$ cat src/rtl/br_comp.sv
// ---------------------------------------------------------------------------
// br_comp: branch comparator for the RV32I execute stage.
//
// Reports whether rs1 is less than rs2 and whether the two are equal, so
// branch decisions (BEQ/BNE/BLT/BGE/BLTU/BGEU) resolve in the same cycle.
// Registered copies of both flags are kept for later pipeline stages or debug.
//
// Ports:
//   clk_i       clock, used only by the registered flag copies
//   rst_i       asynchronous active-high reset, clears the registered copies
//   rs1_data    first operand
//   rs2_data    second operand
//   br_unsigned 1 = unsigned compare, 0 = signed two's complement compare
//   br_less     rs1 < rs2 under the selected signedness (combinational)
//   br_equal    rs1 == rs2 bit-for-bit (combinational)
//   br_less_q   br_less registered on rising clk_i
//   br_equal_q  br_equal registered on rising clk_i
// ---------------------------------------------------------------------------
module br_comp #(
  parameter int WIDTH = 32
) (
  input  logic             clk_i,
  input  logic             rst_i,
  input  logic [WIDTH-1:0] rs1_data,
  input  logic [WIDTH-1:0] rs2_data,
  input  logic             br_unsigned,
  output logic             br_less,
  output logic             br_equal,
  output logic             br_less_q,
  output logic             br_equal_q
);

  // The tree is built over WIDTH rounded up to a power of two; the padding
  // leaves compare as equal so they never influence the result.
  localparam int LVLS = (WIDTH > 1) ? $clog2(WIDTH) : 1;
  localparam int PW   = 1 << LVLS;
  localparam int NN   = 2 * PW - 1;

  // Heap-ordered node arrays: node n has children 2n+1 (more significant
  // half) and 2n+2 (less significant half). Leaves sit at PW-1 .. 2*PW-2,
  // with the MSB leaf first. Equality of a node is "neither lt nor gt".
  logic [NN-1:0] lt_n;
  logic [NN-1:0] gt_n;

  genvar k;
  generate
    for (k = 0; k < PW; k++) begin : g_leaf
      if ((PW - 1 - k) < WIDTH) begin : g_real
        assign lt_n[PW-1+k] = ~rs1_data[PW-1-k] &  rs2_data[PW-1-k];
        assign gt_n[PW-1+k] =  rs1_data[PW-1-k] & ~rs2_data[PW-1-k];
      end else begin : g_pad
        assign lt_n[PW-1+k] = 1'b0;
        assign gt_n[PW-1+k] = 1'b0;
      end
    end

    // Merge pairwise: the more significant half decides unless it is equal.
    for (k = 0; k < PW - 1; k++) begin : g_node
      assign lt_n[k] = lt_n[2*k+1] | (~gt_n[2*k+1] & lt_n[2*k+2]);
      assign gt_n[k] = gt_n[2*k+1] | (~lt_n[2*k+1] & gt_n[2*k+2]);
    end
  endgenerate

  logic u_less;
  logic sign_diff;
  logic br_less_d;
  logic br_equal_d;

  assign u_less    = lt_n[0];
  assign sign_diff = rs1_data[WIDTH-1] ^ rs2_data[WIDTH-1];

  always_comb begin
    br_equal = ~(lt_n[0] | gt_n[0]);
    // Signed with differing signs: rs1 is less exactly when it is negative.
    if (!br_unsigned && sign_diff) begin
      br_less = rs1_data[WIDTH-1];
    end else begin
      br_less = u_less;
    end
    br_less_d  = br_less;
    br_equal_d = br_equal;
  end

  always_ff @(posedge clk_i or posedge rst_i) begin
    if (rst_i) begin
      br_less_q  <= 1'b0;
      br_equal_q <= 1'b0;
    end else begin
      br_less_q  <= br_less_d;
      br_equal_q <= br_equal_d;
    end
  end

endmodule

$ cat config.mk
export PLATFORM = sky130hd
export DESIGN_NAME = br_comp
export DESIGN_NICKNAME = d
export VERILOG_FILES = /design/src/rtl/br_comp.sv
export SDC_FILE = /design/constraint.sdc
export NUM_CORES = 1
export LEC_CHECK = 0
export ABC_AREA = 1
export CAP_MARGIN = 10
export CORE_MARGIN = 8
export CORE_UTILIZATION = 37
export DETAILED_ROUTE_END_ITERATION = 7
export PLACE_DENSITY = 0.86
export SLEW_MARGIN = 20
export SYNTH_ARGS = -nofsm -noshare
export SYNTH_HDL_FRONTEND = slang
export SYNTH_SLANG_ARGS = --single-unit
$ cat constraint.sdc
create_clock -name clk_i -period 2.55 [get_ports clk_i]
set_clock_uncertainty 0.05 [all_clocks]
set_input_delay 0.51 -clock clk_i [delete_from_list [all_inputs] [get_ports clk_i]]
set_output_delay 0.51 -clock clk_i [all_outputs]
set_load 0.005 [all_outputs]
==> impl_metrics.py <==
metrics = {
    "pwr": {
        "internal_power_uw": 248,
        "powerDensity_nw_per_um2": 216,
        "swShare_pct": 41.2,
        "switchingPower_uw": 174,
        "pwr-share-seq_pct": 8.7,
        "fin_total_pwr_uw": 422,
        "combPwrFrac_pct": 73.7,
        "p_clk_share_pct": 17.6,
        "irDropWorstVdd_uv": 257,
        "power_leakage_nw": 1.34,
    },
    "synth": {
        "synthMuxAreaShare_pct": 0,
        "syn_nets": 280,
        "synth_compound_gate_area_share_pct": 18.4,
        "synth_warnings": 0,
        "netlist.area_leader.share_pct": 38.8,
        "synth-seq-cells": 2,
        "synth_top_family_by_area": "simple AND/OR/NAND/NOR gates",
        "synth_area_um2": 958,
        "synth_cell_types": 23,
        "synth_fa_ha_area_share_pct": 2.61,
        "yosysSeqAreaShare_pct": 5.22,
        "synth_xor_area_share_pct": 0,
        "synth-simple-area-share_pct": 55.0,
        "synth_top_cells_by_area": "nand2_1 (39%), inv_1 (18%), nor2_1 (7.0%)",
        "yosysTopAreaCell": "nand2_1",
        "netlist_instances": 211,
        "synth.avg_cell_area_um2": 4.54,
    },
    "hold_path": {
        "hold_path_class": "input pin to async pin",
    },
    "global_routing": {
        "antenna_found_initial": 0,
        "grt.total_usage_pct": 13.7,
        "grt_pass1_vias": 1336,
        "grt_max_degree": 4,
        "grt_overflow_total": 0,
        "grt_first_pass_wirelength_um": 5060,
    },
    "clock_tree": {
        "cts_max_path_buffers": 2,
        "cts_hold_buf": 0,
        "cts_buffers": 3,
        "clkSinkCount": 2,
        "cts_tree": "yes",
        "path_clk_slew_ns": 0.03,
        "htree_levels": 1,
        "cts_root_buf": "clkbuf_4",
    },
    "floorplanning": {
        "die-area_um2": 4470,
        "core-area_um2": 2480,
        "row_count": 18,
        "die_w_um": 66.9,
        "initial_core_util_pct": 38.7,
        "num_io_pins": 71,
        "die_h_um": 66.9,
    },
    "finish": {
        "drive_above_1_share_pct": 25.3,
        "synthToLayoutAreaGrowth_pct": 104,
        "final_area_um2": 1960,
        "n_fill_cell": 193,
        "diodes": 0,
        "finish.utilization_pct": 79.0,
        "nets": 359,
    },
    "detailed_routing": {
        "viasPerCell": 4.64,
        "route.detailed.drc": 0,
        "vias": 1474,
        "antenna_left": 0,
        "routedWlPerCell_um": 11.0,
        "drtPass1Iterations": 4,
        "first_iter_violations": 65,
        "finalWirelength_um": 3490,
    },
    "timing": {
        "finalSetupTns_ns": 0,
        "period_share_pct": 95.3,
        "hold_viol": 0,
        "slew_violations": 0,
        "finalSetupViolCount": 0,
        "fin_crit_ns": 2.43,
        "max_slew.worst_pin.slew_ns": 0.194,
        "timing.fmax_ghz": 0.411,
        "maxSlewHeadroom_pct": 87.0,
    },
    "setup_path": {
        "crit_type": "input pin to output port",
        "cp_data_required_time_ns": 1.99,
        "start_kind": "input pin",
        "worstPathArrival_ns": 1.87,
        "crit_path_end_kind": "output port",
        "worstPathMaxFanout": 3,
    },
    "place": {
        "io_buffer_count": 70,
        "place_congestion": 0.748,
        "dp_hpwl_um": 2630,
        "postPlaceCellArea_um2": 1700,
    },
    "job": {
        "maxCapViolations": 0,
    },
    "outcome": {
        "status": "completed",
    },
}
==> power by group through the flow <==
stage | Combinational, mW | Sequential [mW] | Clock, mW
2_1_floorplan | 0.134 | 0.0374 | 0
3_3_place_gp | 0.271 | 0.0369 | 0
3_5_place_dp | 0.277 | 0.0370 | 0
4_1_cts | 0.285 | 0.0366 | 0.0750
5_1_grt | 0.346 | 0.0367 | 0.0753
6_report | 0.311 | 0.0366 | 0.0742
==> cell usage after synthesis <==
| master | instances |
|---|---|
| nand2_1 | 99 |
| inv_1 | 45 |
| nor2_1 | 18 |
| a21oi_1 | 8 |
| nand3_1 | 6 |
| a21oi_2 | 4 |
| o21ai_0 | 4 |
| or2_1 | 4 |
| a31oi_1 | 2 |
| dfrtp_1 | 2 |
| ha_1 | 2 |
| inv_2 | 2 |
| nand2_2 | 2 |
| nor2_2 | 2 |
| o21a_1 | 2 |
| o21ai_1 | 2 |
| a21boi_0 | 1 |
| a21boi_1 | 1 |
| a21boi_2 | 1 |
| clkinv_1 | 1 |
| nand3b_1 | 1 |
| o21a_2 | 1 |
| o21ai_2 | 1 |
==> registers in the layout (all words and copies together), names as in the netlist <==
name	flops
br_equal_q	1
br_less_q	1
==> critical path: stages <==
cell and delay (ns):
dlygate4sd2_1 0.24, inv_2 0.06, nand2_2 0.07, nand2_1 0.09
nand2_2 0.07, a21oi_2 0.18, a21boi_4 0.21, nand2_1 0.07
nand2_1 0.07, nand2_2 0.06, nand2_1 0.06, nand2_1 0.05
buf_2 0.13
==> how the worst max path moves through the flow <==
stage | depth (start not counted) | endpoint | slack [ns] | start
after floorplan | 12 | br_less | 0.45 | rs2_data[31]
after global placement | 12 | br_equal | -0.62 | rs1_data[31]
after detailed placement | 14 | br_less | -0.68 | rs2_data[31]
after CTS | 11 | br_equal | 0.002 | rs1_data[12]
after global routing | 13 | br_less | -0.02 | rs1_data[19]
final | 13 | br_less | 0.12 | rs2_data[15]
==> layer usage <==
metal  wire length [um]  vias to the layer above  global-route usage (%)
li1                   -                      782                       -
met1               1340                      637                    14.2
met2               1820                       50                    25.1
met3                280                        5                    5.20
met4                 44                        0                    3.13
met5                  0                        -                       0
==> cell usage in the layout (no fill, tap or decap), types with 3 or more instances in the layout <==
master	instances
a21oi_1	3
a21oi_2	8
buf_4	4
clkbuf_4	3
clkdlybuf4s50_1	7
dlygate4sd2_1	23
dlymetal6s2s_1	36
inv_1	30
inv_2	16
nand2_1	86
nand2_2	15
nand3_1	6
nor2_1	10
nor2_2	8
o21ai_1	3
or2_1	4
==> layout make-up <==
cell class              count  area, um^2  share of cell area (%)
multi-input cells         161         878                    44.9
repair buffers             74         785                    40.1
inverters                  48         184                    9.40
well taps                  30        37.5                    1.92
clock buffers               3        22.5                    1.15
flip-flops and latches      2        50.0                    2.56
==> cell families (layout without fill, tap and decap cells) <==
family,after synthesis,count (layout)
AOI/OAI and AO/OA,27,27
adders and majority gates,2,2
buffers and inverters,48,125
DFF,2,2
and+or+nand+nor,132,132
==> per-stage QoR <==
stage | hold slack, ns | worst slack [ns] | cells
finish | 0.389 | 0.119 | 318
global route | 0.421 | -0.0234 | 318
CTS | 0.390 | 0.00231 | 316
detailed placement | 0.632 | -0.677 | 311
global placement | 0.649 | -0.623 | 311
floorplan | 0.201 | 0.449 | 211
==> repair_timing <==
item | in CTS | in global routing
resized for setup | 58 | 81
pin swaps | 48 | 64
endpoints found under the setup margin | 2 | 2
gates cloned | 0 | 0
buffers inserted | 2 | 2
Note: power is estimated with default switching activity, not from simulation.
